==> src/rtl/mem_stage_pkg.sv <==
// Shared types and constants for the memory-access stage: ex/CSR bundle layout, load-type bits, drop limit.
// No logic beyond a saturating drop-counter helper; no latency or backpressure of its own.
package mem_stage_pkg;

  // Exception/CSR bundle as handed down the pipe, MSB first.
  typedef struct packed {
    logic        csr_we;
    logic [31:0] csr_wmask;
    logic [31:0] csr_wvalue;
    logic [13:0] csr_num;
    logic        ertn;
    logic        has_int;
    logic        adef;
    logic        sys;
    logic        brk;
    logic        ine;
    logic        ale;
  } ex_zip_t;

  localparam int EX_ZIP_W   = $bits(ex_zip_t);
  localparam int EX_FLAGS_W = 7;  // ertn..ale occupy the low bits

  localparam int LD_INST_W = 5;
  localparam int LD_W  = 0;
  localparam int LD_HU = 1;
  localparam int LD_H  = 2;
  localparam int LD_BU = 3;
  localparam int LD_B  = 4;

  localparam int DROP_MAX = 2;

  // Fields latched from execute, excluding the parameterised ex bundle.
  typedef struct packed {
    logic [31:0]          pc;
    logic                 rf_we;
    logic [4:0]           rf_waddr;
    logic [31:0]          result;
    logic                 res_from_mem;
    logic [LD_INST_W-1:0] ld_inst;
    logic                 csr_re;
  } ms_inst_t;

  function automatic logic [1:0] drop_next(input logic [1:0] cnt, input logic [1:0] inc,
                                           input logic dec);
    logic [2:0] sum;
    sum = {1'b0, cnt} + {1'b0, inc} - {2'b00, dec};
    return (sum > 3'(DROP_MAX)) ? 2'(DROP_MAX) : sum[1:0];
  endfunction

endpackage

==> src/rtl/mem_load_align.sv <==
// Selects and sign/zero-extends the addressed byte/halfword of a load word.
// Purely combinational: zero latency, no backpressure.
module mem_load_align
  import mem_stage_pkg::*;
(
  input  logic [31:0]          rdata,
  input  logic [1:0]           offset,
  input  logic [LD_INST_W-1:0] ld_inst,
  output logic [31:0]          load_data
);

  logic [7:0]  byte_sel;
  logic [15:0] half_sel;

  always_comb begin
    byte_sel  = rdata[{offset, 3'b000} +: 8];
    half_sel  = offset[1] ? rdata[31:16] : rdata[15:0];
    load_data = rdata;
    if (ld_inst[LD_B])
      load_data = {{24{byte_sel[7]}}, byte_sel};
    else if (ld_inst[LD_BU])
      load_data = {24'd0, byte_sel};
    else if (ld_inst[LD_H])
      load_data = {{16{half_sel[15]}}, half_sel};
    else if (ld_inst[LD_HU])
      load_data = {16'd0, half_sel};
  end

endmodule

==> src/rtl/mem_stage.sv <==
// Memory stage: holds one instruction, waits for its data_ok, extracts load data; drops responses of flushed requests.
// Latency: 1 cycle for non-memory ops, until data_ok for loads; stalls upstream via ms_allowin, buffers data when ws_allowin is low.
module mem_stage #(
  parameter int EX_ZIP_W = mem_stage_pkg::EX_ZIP_W
) (
  input  logic                clk,
  input  logic                reset,
  input  logic                es_to_ms_valid,
  output logic                ms_allowin,
  input  logic [31:0]         es_pc,
  input  logic                es_rf_we,
  input  logic [4:0]          es_rf_waddr,
  input  logic [31:0]         es_result,
  input  logic                es_res_from_mem,
  input  logic [4:0]          es_ld_inst,
  input  logic                es_csr_re,
  input  logic [EX_ZIP_W-1:0] es_ex_zip,
  input  logic                es_mem_issued,
  input  logic                data_sram_data_ok,
  input  logic [31:0]         data_sram_rdata,
  input  logic                ws_allowin,
  output logic                ms_to_ws_valid,
  output logic [31:0]         ms_pc,
  output logic                ms_rf_we,
  output logic [4:0]          ms_rf_waddr,
  output logic [31:0]         ms_final_result,
  output logic                ms_csr_re,
  output logic [EX_ZIP_W-1:0] ms_ex_zip,
  output logic                ms_data_pending,
  output logic                ms_ex,
  input  logic                wb_ex
);
  import mem_stage_pkg::*;

  ms_inst_t            es_inst;
  ms_inst_t            ms_inst;
  logic [EX_ZIP_W-1:0] ms_ex_zip_r;
  logic                ms_valid;
  logic                ms_wait;
  logic                buf_valid;
  logic [31:0]         data_buf;
  logic [1:0]          drop_cnt;

  logic        data_ok_for_me;
  logic        ms_ready_go;
  logic        ms_accept;
  logic        ms_leave;
  logic [1:0]  drop_inc;
  logic        drop_dec;
  logic [31:0] load_rdata;
  logic [31:0] load_data;

  assign es_inst = '{pc: es_pc, rf_we: es_rf_we, rf_waddr: es_rf_waddr, result: es_result,
                     res_from_mem: es_res_from_mem, ld_inst: es_ld_inst, csr_re: es_csr_re};

  // ms_valid qualifies the match so a stale ms_wait can never claim a response.
  assign data_ok_for_me = data_sram_data_ok & (drop_cnt == 2'd0) & ms_valid & ms_wait;
  assign ms_ready_go    = ~ms_wait | data_ok_for_me | buf_valid;
  assign ms_allowin     = ~ms_valid | (ms_ready_go & ws_allowin);
  assign ms_to_ws_valid = ms_valid & ms_ready_go & ~wb_ex;
  assign ms_leave       = ms_to_ws_valid & ws_allowin;
  assign ms_accept      = es_to_ms_valid & ms_allowin & ~wb_ex;

  always_ff @(posedge clk) begin
    if (reset) begin
      ms_valid    <= 1'b0;
      ms_wait     <= 1'b0;
      ms_inst     <= '0;
      ms_ex_zip_r <= '0;
    end else begin
      if (wb_ex)
        ms_valid <= 1'b0;
      else if (ms_allowin)
        ms_valid <= es_to_ms_valid;
      if (ms_accept) begin
        ms_inst     <= es_inst;
        ms_ex_zip_r <= es_ex_zip;
        ms_wait     <= es_mem_issued;
      end
    end
  end

  // Hold the response when writeback cannot take it; the SRAM only drives rdata for one cycle.
  always_ff @(posedge clk) begin
    if (reset) begin
      buf_valid <= 1'b0;
      data_buf  <= '0;
    end else if (wb_ex | ms_leave) begin
      buf_valid <= 1'b0;
    end else if (data_ok_for_me & ~ws_allowin) begin
      buf_valid <= 1'b1;
      data_buf  <= data_sram_rdata;
    end
  end

  // Count responses still owed to requests the flush cancelled: the resident's and one issued this cycle.
  assign drop_inc = wb_ex ? ({1'b0, ms_valid & ms_wait & ~buf_valid & ~data_sram_data_ok}
                             + {1'b0, es_mem_issued}) : 2'd0;
  assign drop_dec = data_sram_data_ok & (drop_cnt != 2'd0);

  always_ff @(posedge clk) begin
    if (reset)
      drop_cnt <= 2'd0;
    else
      drop_cnt <= drop_next(drop_cnt, drop_inc, drop_dec);
  end

  assign load_rdata = buf_valid ? data_buf : data_sram_rdata;

  mem_load_align u_load_align (
    .rdata     (load_rdata),
    .offset    (ms_inst.result[1:0]),
    .ld_inst   (ms_inst.ld_inst),
    .load_data (load_data)
  );

  assign ms_pc           = ms_inst.pc;
  assign ms_rf_we        = ms_valid & ms_inst.rf_we;
  assign ms_rf_waddr     = ms_inst.rf_waddr;
  assign ms_final_result = ms_inst.res_from_mem ? load_data : ms_inst.result;
  assign ms_csr_re       = ms_inst.csr_re;
  assign ms_ex_zip       = ms_ex_zip_r;
  assign ms_ex           = ms_valid & (|ms_ex_zip_r[EX_FLAGS_W-1:0]);
  assign ms_data_pending = ms_valid & ms_inst.res_from_mem & ms_wait & ~buf_valid & ~data_ok_for_me;

endmodule

==> config.mk <==
export PLATFORM = sky130hd
export DESIGN_NAME = mem_stage
export DESIGN_NICKNAME = d
export VERILOG_FILES = /design/src/rtl/mem_stage_pkg.sv /design/src/rtl/mem_load_align.sv /design/src/rtl/mem_stage.sv
export SDC_FILE = /design/constraint.sdc
export NUM_CORES = 1
export LEC_CHECK = 0
export BUFFER_PORTS_ARGS = -buffer_cell sky130_fd_sc_hd__buf_2
export CAP_MARGIN = 20
export CORE_ASPECT_RATIO = 1.5
export CORE_MARGIN = 4
export CORE_UTILIZATION = 44
export DETAILED_ROUTE_END_ITERATION = 10
export GPL_TIMING_DRIVEN = 0
export PLACE_DENSITY_LB_ADDON = 0.2
export SYNTH_ARGS = -nofsm -noshare
export SYNTH_HDL_FRONTEND = slang
export SYNTH_SLANG_ARGS = --single-unit
==> constraint.sdc <==
create_clock -name clk -period 2.25 [get_ports clk]
set_input_delay 0.1125 -clock clk [delete_from_list [all_inputs] [get_ports clk]]
set_output_delay 0.1125 -clock clk [all_outputs]
set_load 0.05 [all_outputs]
# ---- Word level (Yosys, flattened, before mapping)
# Cells that the tools add are included.
dict set report word_totals {
  reg_bits 200
  input_bits 202
  out_inout_bits 161
}
dict set report op_classes {
  addsub 3
  order_cmp 1
  n_shift 1
  muxes 9
  bitwise 32
  reduce_logical 7
}
# cell n
set ops {}
lappend ops {{32-bit 2-to-1 mux} 6}
lappend ops {{32-bit by 6-bit variable part select with 8-bit output} 1}
lappend ops {{1-bit bitwise AND} 20}
lappend ops {{16-bit 2-to-1 mux} 1}
lappend ops {{1-bit inverter} 8}
lappend ops {{7-bit OR reduction} 1}
lappend ops {{2-bit OR reduction} 3}
lappend ops {{2-bit 2-to-1 mux} 2}
lappend ops {{1-bit OR} 4}
lappend ops {{2-bit by 2-bit adder with 3-bit output} 1}
lappend ops {{3-bit by 2-bit greater-than comparator with 1-bit output (second input constant)} 1}
lappend ops {{3-bit by 1-bit subtractor with 3-bit output} 1}
lappend ops {{1-bit by 1-bit adder with 2-bit output} 1}
lappend ops {{2-bit zero test} 1}
lappend ops {{2-bit AND reduction} 1}
lappend ops {{2-bit nonzero test} 1}

# ---- Depth between registers and ports, before layout
# Gate-level depths: netlist of run 1.
dict set report logic_depth {
  ltp_word 12
  mapped_depth 13
}

# ---- Hierarchy
# From an unflattened synthesis of run 1, not the netlist that was laid out.
dict set report hier_totals {
  cells_unflattened 1118
  hier_area_um2 11001.8
}
# module instances cells_per_inst area_each_um2
set modules_own_cells {}
lappend modules_own_cells {mem_stage 1 999 10149.7}
lappend modules_own_cells {mem_load_align 1 119 852.1}

# ---- Least setup slack after synthesis of run 1
# Ideal clock, no wire load.
dict set report synth_timing {
  path_type {reg2out}
  from {register buf_valid}
  to {output ms_final_result[1]}
  t_arrival_ps 2371
  required_time_ps 2138
  slack_ps -234
  stages_incl_launch_ff 8
  n_path_buf 3
  path_cell_list {dfxtp_1 -> buf_6 -> buf_6 -> clkbuf_1 -> mux2i_1 -> a22oi_1 -> nand2_1 -> o21ai_0}
}
dict set report synth_via {
  elab_chain_len 7
  word_cells_on_any_way 8
  cone_classes {shift (1); mux (7)}
}
# item line
set synth_lines {}
lappend synth_lines {{start, declared} mem_stage.sv:40} ;# logic buf_valid;
lappend synth_lines {{start signal, assigned} mem_stage.sv:86} ;# buf_valid <= 1'b0;
lappend synth_lines {{start signal, assigned} mem_stage.sv:89} ;# buf_valid <= 1'b0;
lappend synth_lines {{start signal, assigned} mem_stage.sv:91} ;# buf_valid <= 1'b1;
lappend synth_lines {{32-bit 2-to-1 mux *} mem_stage.sv:108} ;# assign load_rdata = buf_valid ? data_buf : data_sram_rdata;
lappend synth_lines {{branches (longest 4 deep; another with 32-bit by 6-bit variable part select with 8-bit output)} --}
lappend synth_lines {{32-bit 2-to-1 mux *} mem_load_align.sv:19} ;# if (ld_inst[LD_B])
lappend synth_lines {{32-bit 2-to-1 mux *} mem_stage.sv:120} ;# assign ms_final_result = ms_inst.res_from_mem ? load_data : ms_inst.result;
lappend synth_lines {{end, declared} mem_stage.sv:26} ;# output logic [31:0] ms_final_result,
# Mark *: on every way between the ends.

# ---- Worst setup path in the final report of run 1
dict set report layout_timing {
  from {register buf_valid}
  to {output ms_final_result[24]}
}
dict set report layout_via {
  elab_chain_len 6
  word_cells_on_any_way 8
  cone_classes {shift (1); mux (7)}
}
# item line
set layout_lines {}
lappend layout_lines {{32-bit 2-to-1 mux *} mem_stage.sv:108}
lappend layout_lines {{branches (longest 3 deep; another with 32-bit by 6-bit variable part select with 8-bit output)} --}
lappend layout_lines {{32-bit 2-to-1 mux *} mem_load_align.sv:19}
lappend layout_lines {{32-bit 2-to-1 mux *} mem_stage.sv:120}
# Marked as above.

==> impl_metrics.tcl, run 1 <==
set metrics [dict create \
    status "finished with violations" \
    failed_checks "negative setup slack" \
    tightest_slew_ps 757 \
    syn_to_final_growth_pct 61.9 \
    power_switching_mw 2.76 \
    cp_slowest_cell "mux4_2" \
    grt_max_degree 17 \
    post-route-util_pct 72.9 \
    first_iter_violations 775 \
    cts_made_buffers 17 \
    synthAdderAreaFrac_pct 0.806 \
    yosys_warnings 0 \
    vias 10078 \
    skew_ps 10.4 \
    max_stage_delay_ps 520 \
    numPortBuffers 360 \
    finalSetupTns_ps -6770 \
    internal-power_mw 6.34 \
    cp_cell_sequence "mux4_2 > and3_4 > a311o_2 > buf_6 > o22a_1 > buf_6" \
    die-area_um2 22100 \
    cap_violations 0 \
    drt_wl_total_um 36300 \
    switching_share_pct 30.3 \
    start_util_pct 45.0 \
    required_ps 2140 \
    io_pins 363 \
    die_x_um 123 \
    syn_area_um2 8700 \
    ys_seq_area_share_pct 45.8 \
    seq_power_share_pct 41.6 \
    finalNetCount 1862 \
    wl_per_cell_um 18.8 \
    max-vdd-ir-drop_uv 686 \
    grt_first_pass_wirelength_um 55700 \
    synth_top_family_by_area "simple AND/OR/NAND/NOR gates" \
    postSynthAreaPerCell_um2 8.20 \
    synth_most_common_cell "nand2_1" \
    cp_top_family "compound AO/OA/AOI/OAI gates" \
    place_inst 1677 \
    synth_area_leaders "dfxtp_1, nand2_1, a21oi_1, mux2i_1, mux4_2" \
    antenna_found_initial 1 \
    critPathMostFrequentCell "buf_6" \
    min_path_type "in -> reg" \
    hp-start "reset" \
    finalCritPeriodShare_pct 115 \
    min_period_ps 2600 \
    yosysTopAreaCell "dfxtp_1" \
    grt_use_met3_pct 9.30 \
    setup_viol 33 \
    synth-xor-area-share_pct 0.101 \
    final.setup.worst_slack_ps -346 \
    use_met2_pct 56.9 \
    synth_edf_count 0 \
    dr.pass1.iters 5 \
    top_usage_layer "met2" \
    critPathMaxFanout 8 \
    p_leak_nw 6.44 \
    p_comb_share_pct 23.7 \
    total_power_mw 9.09 \
    die_y_um 180 \
    reg2reg_from "buf_valid$_SDFFE_PP0P_" \
    stdcell_count 1926 \
    synthMuxAreaShare_pct 11.7 \
    drive_above_1_share_pct 33.1 \
    hold_violations 0 \
    syn-instance-count 1061 \
    slew_violations 0 \
    grt_use_met1_pct 32.5 \
    cts_root_buf "clkbuf_16" \
    arrival_ps 2480 \
    place.gp.congestion 0.849 \
    clk_pin_slew_ps 70 \
    synth-main-ff-cell "dfxtp_1" \
    fmax_ghz 0.385 \
    whs_ps 271 \
    p_clk_share_pct 34.7 \
    fin_area_um2 14100 \
    pre_cts_ws_ps -282 \
    routed_via_density 5.23 \
    route.detailed.drc 0 \
    worstSetupStartpointType "flop" \
    ys_types 38 \
    grt-ovfl-total 0 \
    r2r_cells 12 \
    place_hpwl_um 23800 \
    power.density_nw_per_um2 646 \
    yosys.area_share.simple_pct 18.7 \
    grt_usage_pct 32.0 \
    core-area_um2 19300 \
    cp.depth 6 \
    worstSetupStartpoint "buf_valid$_SDFFE_PP0P_" \
    synth-seq-cells 199 \
    clock_latency_ps 440 \
    crit_type "reg -> out" \
    cp-end-kind "primary output" \
    num_rows 62 \
    max-clock-path-buffers 2 \
    clkSinkCount 199 \
    first_global_vias 10540 \
    synth.net_count 1268 \
    crit_buf_inv 2 \
    dpl_cell_area_um2 10800 \
    hold_depth 2 \
    async_flop_share_pct 0 \
    synthTopCellsByCount "nand2_1, dfxtp_1, a21oi_1" \
    synth_compound_area_share_pct 15.1 \
    htreeDepth 4 \
    rsz0062_at_grt "true" \
    detail-route-antenna-nets 0 \
    slew_headroom_pct 49.2 \
    yosysTopAreaCellShare_pct 45.8 \
    cts_tree "yes" \
]
-- registers in the layout (all words and copies together), names as in the netlist --
register,flops
ms_inst,38
ms_wait,1
ms_rf_waddr,5
ms_ex_zip,86
ms_valid,1
drop_cnt,2
ms_csr_re,1
data_buf,32
buf_valid,1
ms_pc,32
-- area by class of cell --
type | instances | area [um^2]
fill | 1371 | 5240
timing repair buffer | 579 | 4190
buffer | 113 | 684
clock buffer | 23 | 468
inverter | 8 | 33.8
antenna | 3 | 7.51
tap | 256 | 320
sequential | 199 | 3990
clock inverter | 8 | 121
multi-input combinational | 737 | 4270
-- cells in the final DEF, fill, tap and decap left out, types with 4 or more instances in the layout --
cell / n
buf_2: 355
nand2_1: 342
dlygate4sd3_1: 199
dfxtp_1: 197
a21oi_1: 166
nor2_1: 54
mux2i_1: 52
buf_4: 51
buf_6: 41
clkbuf_1: 37
clkbuf_16: 17
o22a_1: 16
a22oi_1: 15
mux4_2: 15
mux2i_2: 13
a22oi_2: 12
inv_1: 5
o21ai_1: 4
o21ai_2: 4
-- cell families (layout without fill, tap and decap cells) --
| family | count (synthesis) | count (layout) |
|---|---|---|
| and+or+nand+nor | 418 | 418 |
| AOI/OAI and AO/OA | 230 | 230 |
| DFF | 199 | 199 |
| buffers and inverters | 125 | 731 |
| muxes | 83 | 83 |
| adders and majority gates | 5 | 5 |
| xor gates and xnor gates | 1 | 1 |
| other | 0 | 3 |
-- final timing paths --
path / end / slack, ps
max reg2reg: drop_cnt[0]$_SDFF_PP0_ / -130
min reg2reg: ms_ex_zip[71]$_SDFFE_PP0P_ / 450
max: ms_final_result[24] / -350
min: drop_cnt[0]$_SDFF_PP0_ / 270
-- what timing repair did --
item | CTS | global route
hold endpoints to repair | 197 | 0
gates cloned | 3 | 0
buffers inserted | 15 | 5
endpoints found under the setup margin | 37 | 136
hold buffers | 199 | 0
resized for setup | 118 | 35
pin swaps | 30 | 18
-- routing by layer --
metal	part of all wire, %	routed length [um]	vias up
met2	52	18900	522
li1	-	-	4722
met3	7.9	2850	144
met5	0	0	-
met4	6.3	2290	0
met1	34	12200	4690
-- power by group through the flow --
stage          clock (mW)  sequential [mW]  combinational [mW]
2_1_floorplan           0             4.08               0.890
3_3_place_gp            0             3.84                1.66
3_5_place_dp            0             3.84                1.68
4_1_cts              3.19             3.77                2.06
5_1_grt              3.31             3.80                2.29
6_report             3.16             3.78                2.15
(Power assumes the default switching activity.)
==> run 2, diff against run 1 <==
--- a/config.mk
+++ b/config.mk
@@ -13,6 +13,7 @@
 export DETAILED_ROUTE_END_ITERATION = 10
 export GPL_TIMING_DRIVEN = 0
 export PLACE_DENSITY_LB_ADDON = 0.2
+export RECOVER_POWER = 25
 export SYNTH_ARGS = -nofsm -noshare
 export SYNTH_HDL_FRONTEND = slang
 export SYNTH_SLANG_ARGS = --single-unit
==> run 2 against run 1 <==
Net effect: the run still ends with negative setup slack left; count of clock-buffer cells in the layout unchanged; non-clock buffer count stayed put; clock power hardly changed; cell count is essentially flat; first-iteration DRC count fell by 16%; cell area down 0.73%; wire length hardly changed; global-route usage stayed put; hold slack worse by 0.73 ps; sequential power is essentially flat; setup slack better by 10 ps; critical path type unchanged; critical endpoint is now ms_final_result[28]; largest cell class unchanged.
==> impl_metrics.tcl, run 2 (synthesis results as in run 1) <==
set metrics [dict create \
    die_x_um 123 \
    num_rows 62 \
    drt_wl_total_um 36200 \
    finalNetCount 1862 \
    grt_usage_pct 32.0 \
    fmax_ghz 0.387 \
    whs_ps 270 \
    numPortBuffers 360 \
    first_global_vias 10540 \
    clkSinkCount 199 \
    rsz0062_at_grt "true" \
    post-route-util_pct 72.4 \
    required_ps 2140 \
    cts_tree "yes" \
    finalCritPeriodShare_pct 115 \
    grt-ovfl-total 0 \
    htreeDepth 4 \
    antenna_found_initial 1 \
    largest_reg_flops 86 \
    slew_headroom_pct 46.4 \
    cap_violations 0 \
    start_util_pct 45.0 \
    vias 10106 \
    hold_violations 0 \
    cts_root_buf "clkbuf_16" \
    min_period_ps 2590 \
    layout_commonest_cell "nand2_1" \
    grt_max_degree 17 \
    routed_via_density 5.25 \
    setup_viol 33 \
    status "finished with violations" \
    clock_latency_ps 440 \
    core-area_um2 19300 \
    place.gp.congestion 0.849 \
    detail-route-antenna-nets 0 \
    n_fill_cell 1425 \
    total_power_mw 9.08 \
    crit_type "reg -> out" \
    arrival_ps 2470 \
    skew_ps 12.0 \
    wl_per_cell_um 18.8 \
    power.density_nw_per_um2 650 \
    cp-end-kind "primary output" \
    clk_pin_slew_ps 70 \
    dr.pass1.iters 6 \
    finalSetupTns_ps -6720 \
    cts_made_buffers 17 \
    die_y_um 180 \
    route.detailed.drc 0 \
    fin_area_um2 14000 \
    max-vdd-ir-drop_uv 687 \
    min_path_type "in -> reg" \
    pre_cts_ws_ps -282 \
    grt_first_pass_wirelength_um 55700 \
    die-area_um2 22100 \
    tightest_slew_ps 798 \
    syn_to_final_growth_pct 60.7 \
    max-clock-path-buffers 2 \
    first_iter_violations 648 \
    worstSetupStartpointType "flop" \
    critPathMaxFanout 8 \
    stdcell_count 1925 \
    final.setup.worst_slack_ps -336 \
    slew_violations 0 \
    io_pins 363 \
    layout_common_cells "nand2_1, buf_2, dlygate4sd3_1" \
    place_inst 1677 \
    drive_above_1_share_pct 28.3 \
    p_leak_nw 6.11 \
    dpl_cell_area_um2 10800 \
    failed_checks "negative setup slack" \
    place_hpwl_um 23800 \
]
[run 2: metal layers]
layer	vias up	GRT usage (%)	wire (um)
met2	525	56.9	18800
met1	4720	32.5	12300
li1	4713	-	-
met4	0	18.9	2360
met3	148	9.30	2810
met5	-	0	0
[run 2: area by class of cell]
class	count	area (um^2)	share of cell area, %
timing repair buffer	579	4090	29.2
sequential	199	3990	28.5
clock buffer	23	468	3.35
inverter	8	33.8	0.242
multi-input combinational	737	4270	30.5
tap	256	320	2.29
buffer	113	684	4.90
clock inverter	8	121	0.868
antenna	2	5.00	0.0358
[run 2: power by group]
group / total, mW / internal [mW] / switching (mW)
clock: 3.16 / 1.80 / 1.36
sequential: 3.79 / 3.67 / 0.111
combinational: 2.13 / 0.841 / 1.29
total: 9.08 / 6.32 / 2.76
[run 2: worst paths after layout]
kind,start,endpoint,slack (ps),cells after the start
setup / recovery,buf_valid$_SDFFE_PP0P_,ms_final_result[28],-340,6
hold / removal,reset,drop_cnt[0]$_SDFF_PP0_,270,2
setup reg to reg,buf_valid$_SDFFE_PP0P_,drop_cnt[0]$_SDFF_PP0_,-130,12
hold reg to reg,ms_csr_re$_SDFFE_PP0P_,ms_csr_re$_SDFFE_PP0P_,450,2
[run 2: worst max-delay path: stages (launching register included)]
cell,delay (ps)
dfxtp_4,410
mux4_2,520
and3_4,180
a311o_2,400
buf_6,160
o22a_1,200
buf_6,160
[run 2: repair_timing]
item	in CTS	in global routing
resized for setup	118	35
endpoints found under the hold margin	197	0
pin swaps	30	18
setup endpoints to repair	37	136
hold buffers	199	0
setup buffers	15	5
gates cloned	3	0
